==> src/rtl/led_palette_pwm_driver.sv <==
// led_palette_pwm_driver
// Turns the 8-bit palette values for the RGB and basic LEDs into PWM drive.
// Palette values are double-buffered: they go into shadow registers only on
// a period boundary, so a change in mid-period never distorts a period.
module led_palette_pwm_driver #(
    parameter int parm_color_led_count = 4,
    parameter int parm_basic_led_count = 4,
    parameter int parm_FCLK            = 40_000_000,
    parameter int parm_pwm_frequency   = 500
) (
    input  logic                              i_clk,
    input  logic                              i_srst,
    input  logic [8*parm_color_led_count-1:0] i_color_led_red_value,
    input  logic [8*parm_color_led_count-1:0] i_color_led_green_value,
    input  logic [8*parm_color_led_count-1:0] i_color_led_blue_value,
    input  logic [8*parm_basic_led_count-1:0] i_basic_led_lumin_value,
    output logic [parm_color_led_count-1:0]   o_color_led_red,
    output logic [parm_color_led_count-1:0]   o_color_led_green,
    output logic [parm_color_led_count-1:0]   o_color_led_blue,
    output logic [parm_basic_led_count-1:0]   o_basic_led,
    output logic                              o_period_start
);

    // Clocks per duty step. A period holds 255 steps (duty 0..254), so a
    // value of 255 compares above every duty count and stays lit throughout.
    localparam int c_step_divisor = parm_FCLK / (parm_pwm_frequency * 255);
    localparam int c_step_w       = (c_step_divisor > 1) ? $clog2(c_step_divisor) : 1;

    localparam logic [c_step_w-1:0] c_step_last = c_step_w'(c_step_divisor - 1);
    localparam logic [7:0]          c_duty_last = 8'd254;

    localparam int c_cw = 8 * parm_color_led_count;
    localparam int c_bw = 8 * parm_basic_led_count;

    logic [c_step_w-1:0] step_cnt, step_next;
    logic [7:0]          duty_cnt, duty_next;
    logic                s_step_ce;
    logic                load_pending;
    logic                load_cycle;

    logic [c_cw-1:0] red_shadow,   red_shadow_next;
    logic [c_cw-1:0] green_shadow, green_shadow_next;
    logic [c_cw-1:0] blue_shadow,  blue_shadow_next;
    logic [c_bw-1:0] basic_shadow, basic_shadow_next;

    logic [parm_color_led_count-1:0] red_next, green_next, blue_next;
    logic [parm_basic_led_count-1:0] basic_next;

    // Counter, load and shadow next-state: the values every register takes at the next edge.
    always_comb begin
        // NOTE: every signal driven here gets a default first, so no path can leave one unassigned and infer a latch.
        s_step_ce  = (step_cnt == c_step_last);
        load_cycle = load_pending | (s_step_ce & (duty_cnt == c_duty_last));

        step_next = s_step_ce ? '0 : step_cnt + 1'b1;
        duty_next = duty_cnt;
        if (s_step_ce) begin
            duty_next = (duty_cnt == c_duty_last) ? 8'd0 : duty_cnt + 8'd1;
        end

        // The first period after reset starts from a clean count, so it runs the full length like every other period.
        if (load_pending) begin
            step_next = '0;
            duty_next = 8'd0;
        end

        red_shadow_next   = red_shadow;
        green_shadow_next = green_shadow;
        blue_shadow_next  = blue_shadow;
        basic_shadow_next = basic_shadow;
        if (load_cycle) begin
            red_shadow_next   = i_color_led_red_value;
            green_shadow_next = i_color_led_green_value;
            blue_shadow_next  = i_color_led_blue_value;
            basic_shadow_next = i_basic_led_lumin_value;
        end
    end

    // Per-channel compare against the next duty count, so the registered output lines up with the counter.
    always_comb begin
        red_next   = '0;
        green_next = '0;
        blue_next  = '0;
        basic_next = '0;
        for (int n = 0; n < parm_color_led_count; n++) begin
            red_next[n]   = (duty_next < red_shadow_next[8*n +: 8]);
            green_next[n] = (duty_next < green_shadow_next[8*n +: 8]);
            blue_next[n]  = (duty_next < blue_shadow_next[8*n +: 8]);
        end
        for (int n = 0; n < parm_basic_led_count; n++) begin
            basic_next[n] = (duty_next < basic_shadow_next[8*n +: 8]);
        end
    end

    // State register: counters, load flag, shadows and the registered LED drives.
    always_ff @(posedge i_clk) begin
        // NOTE: state updates use non-blocking assignments so every register samples the pre-edge values.
        if (i_srst) begin
            // NOTE: the shadows are a handful of flops rather than a RAM, so clearing them in reset is cheap and keeps the outputs dark.
            step_cnt          <= '0;
            duty_cnt          <= 8'd0;
            load_pending      <= 1'b1;
            red_shadow        <= '0;
            green_shadow      <= '0;
            blue_shadow       <= '0;
            basic_shadow      <= '0;
            o_color_led_red   <= '0;
            o_color_led_green <= '0;
            o_color_led_blue  <= '0;
            o_basic_led       <= '0;
            o_period_start    <= 1'b0;
        end else begin
            step_cnt          <= step_next;
            duty_cnt          <= duty_next;
            load_pending      <= 1'b0;
            red_shadow        <= red_shadow_next;
            green_shadow      <= green_shadow_next;
            blue_shadow       <= blue_shadow_next;
            basic_shadow      <= basic_shadow_next;
            o_color_led_red   <= red_next;
            o_color_led_green <= green_next;
            o_color_led_blue  <= blue_next;
            o_basic_led       <= basic_next;
            o_period_start    <= load_cycle;
        end
    end

endmodule

==> config.mk <==
export PLATFORM = sky130hd
export DESIGN_NAME = led_palette_pwm_driver
export DESIGN_NICKNAME = d
export VERILOG_FILES = /design/src/rtl/led_palette_pwm_driver.sv
export SDC_FILE = /design/constraint.sdc
export NUM_CORES = 1
export LEC_CHECK = 0
export ABC_AREA = 1
export BUFFER_PORTS_ARGS = -buffer_cell sky130_fd_sc_hd__buf_2
export CAP_MARGIN = 0
export CORE_MARGIN = 1
export CORE_UTILIZATION = 60
export CTS_CLUSTER_DIAMETER = 30
export DETAILED_ROUTE_END_ITERATION = 16
export PLACE_DENSITY_LB_ADDON = 0.15
export RECOVER_POWER = 25
export SYNTH_ARGS = -nofsm -noshare
export SYNTH_HDL_FRONTEND = slang
export SYNTH_SLANG_ARGS = --single-unit
==> constraint.sdc <==
create_clock -name i_clk -period 6.7 [get_ports i_clk]
set_input_delay 0.335 -clock i_clk [delete_from_list [all_inputs] [get_ports i_clk]]
set_output_delay 0.335 -clock i_clk [all_outputs]
set_load 0.01 [all_outputs]
==> flow_summary.ini <==
[power]
vdd_drop_max_uv = 184
finalPower_mw = 2.24
power.density_mw_per_mm2 = 224
power_leakage_nw = 5.18

[critical_path]
cp_num_buf_inv = 2
worstPathCellList = buf_4 > clkbuf_1 > or2_0 > a21oi_1 > o21a_1
cp.required_ns = 7.03
cp-start-kind = input port
endpoint_kind = flip-flop
r2r_start = duty_cnt[0]
cp_max_fo = 94
slowest_stage = clkbuf_1
worstPathArrival_ns = 4.57
cpPeakStageDelay_ns = 2.90
worstSetupStartpoint = i_srst
crit_family = buffers and inverters
setup.worst_path.class = in -> reg

[cells_and_area]
utilization_pct = 71.3
multiInputGateArea_mm2 = 0.00494
fin_nets = 1382
layout-drive-gt1-share_pct = 18.7
fillers = 1143
regArea_mm2 = 0.00326
area_delta_synth_final_pct = 15.4

[routing]
met1Wirelength_um = 8590
viasPerCell = 5.26
met2RoutedLength_um = 8780
highest_layer = met5
drt_pass1_iterations = 4
drc = 0
vias = 6997
dr_wl_met3_um = 1160
drtIter0Drc = 455
ant_nets = 0
wirelength_um = 19000
wl_per_cell_um = 14.2

[placed_design]
routabilityCongestion = 0.797
port_buffers = 146
dp_hpwl_um = 12900

[timing]
drv_slew = 95
finalCritPeriodShare_pct = 63.4
finalSetupViolCount = 0
worst_slew_pin_slew_ns = 4.08
fin_crit_ns = 4.25
fin_setup_tns_ns = 0
clock_skew_ns = 0.00776
relSlewSlack_pct = -172
hold_viol_final = 0
fmax_mhz = 235
grt_setup_unrepaired = false

[min_path]
hold_start = i_color_led_green_value[10]
hold_path.class = in -> reg

[yosys]
synth_top_flop_cell = dfxtp_1
ys_seq_area_share_pct = 37.7
synth.distinct_cells = 34
ys_warn_count = 0
synth_seq_cells = 163
yosysMostFrequentCell = nand2_1
syn_avg_cell_area_um2 = 8.64
yosys-top-cells-area = dfxtp_1 (38%), ha_1 (17%), mux2i_1 (8.7%)
yosysTopAreaCell = dfxtp_1
synth-edff-count = 0
syn_nets = 1247
yosysTopAreaCellShare_pct = 37.7
async_flop_share_pct = 0
netlist_area_mm2 = 0.00865
netlist_instances = 1001
ys_top_cells_by_count = nand2_1 (191), nor2_1 (169), dfxtp_1 (163), ha_1 (116), mux2i_1 (75)

[die]
fp-row-count = 43
ios = 147
initial_core_util_pct = 61.8
dieWidth_um = 122
die_h_um = 122
core_area_mm2 = 0.0140
fp.dieArea_mm2 = 0.0149

[run]
cap_violations = 1

[global_route]
overflow = 0
grt_pass1_wl_um = 30600
grt.total_usage_pct = 26.5
grt_pass1_vias = 6576
antenna_found_initial = 5
grt_max_degree = 95

[clock_tree]
hold_buffers = 0
cts_tree = yes
clk_latency_ns = 0.43
cts_resized = 0
clk_pin_slew_ns = 0.06
cts_buffers = 17
cts_setup_buffers = 0
cts-root-buf = clkbuf_16
cts_buffer_depth = 2
cts.htree.levels = 4
numClockSinks = 163

[status]
status = finished, violations left
violations = capacitance limit, slew limit
==> power by group <==
group	leakage, nW	switching, mW	internal [mW]
Clock	0.268	0.376	0.527
Sequential	1.34	0.0154	1.02
Combinational	3.58	0.169	0.129
==> metrics by stage <==
step           instances  area, um^2  setup slack (ns)  hold WS, ns
6_report            1331        9970              2.45        0.169
4_1_cts             1327        9990              2.70        0.168
2_1_floorplan       1001        8650              3.56        0.363
5_1_grt             1329        9970              1.95        0.174
3_5_place_dp        1297        9450              2.76        0.443
3_3_place_gp        1297        9450              2.93        0.436
==> final timing paths <==
kind	cells past startpoint	to	slack, ns
worst min register to register	1	step_cnt[0]	0.45
worst max-delay path	5	step_cnt[7]	2.45
worst max register to register	14	o_color_led_green[2]	2.81
worst min-delay path	3	green_shadow[10]	0.17
==> sequential cells by signal, summed over array words and instances, names as in the netlist <==
| name | cells |
|---|---|
| o_period_start | 1 |
| red_shadow | 32 |
| basic_shadow | 32 |
| o_color_led_green | 4 |
| load_pending | 1 |
| green_shadow | 32 |
| blue_shadow | 32 |
| step_cnt | 9 |
| o_color_led_red | 4 |
| o_color_led_blue | 4 |
| duty_cnt | 8 |
| o_basic_led | 4 |
==> logic make-up (layout without fill, tap and decap cells) <==
| logic type | count (synthesis) | in the layout | synth area share, % |
|---|---|---|---|
| muxes | 112 | 112 | 14.6 |
| adders and majority gates | 116 | 116 | 16.8 |
| AOI/OAI and AO/OA | 90 | 90 | 5.77 |
| and+or+nand+nor | 418 | 418 | 19.5 |
| other | 0 | 4 | 0 |
| buffers and inverters | 100 | 246 | 5.40 |
| xor gates and xnor gates | 2 | 2 | 0.203 |
| DFF | 163 | 163 | 37.7 |
==> layout by cell type (no fill, tap or decap), types with 2 or more instances in the layout <==
cell type	count
nand2_1	191
nor2_1	167
dfxtp_1	163
buf_2	128
ha_1	116
mux2i_1	75
a21oi_1	68
inv_1	60
mux2i_2	37
nand3_1	34
clkbuf_1	21
o211ai_1	17
clkbuf_16	17
nor3_1	6
clkbuf_8	6
inv_2	5
buf_4	5
diode_2	4
nor4_1	4
nand2_2	3
nor3_2	3
clkinv_2	3
nor2_2	2
==> metal layers <==
layer / track usage, % / vias up
li1: - / 3618
met1: 33.5 / 3178
met2: 42.9 / 162
met3: 6.79 / 35
met4: 10.8 / 4
met5: 0 / -
==> cell type report <==
class                      count  share of cell area, %
inverter                      65                   2.45
clock inverter                 4                  0.226
antenna                        4                  0.100
sequential                   163                   32.7
multi-input combinational    738                   49.6
clock buffer                  26                   5.21
tap                          180                   2.26
timing repair buffer         151                   7.48
==> worst register-to-register path: stages (launching register included) <==
cell and delay (ns):
dfxtp_1 0.39, inv_1 0.08, ha_1 0.21, inv_1 0.06, nor2_1 0.04, nand2_1 0.07, nand2_2 0.24, nand2_8 0.63
inv_2 0.25, nor3_2 0.80, buf_4 0.36, ha_1 0.29, a21oi_1 0.15, o211ai_1 0.11, a21oi_1 0.14
(Power assumes the default switching activity.)
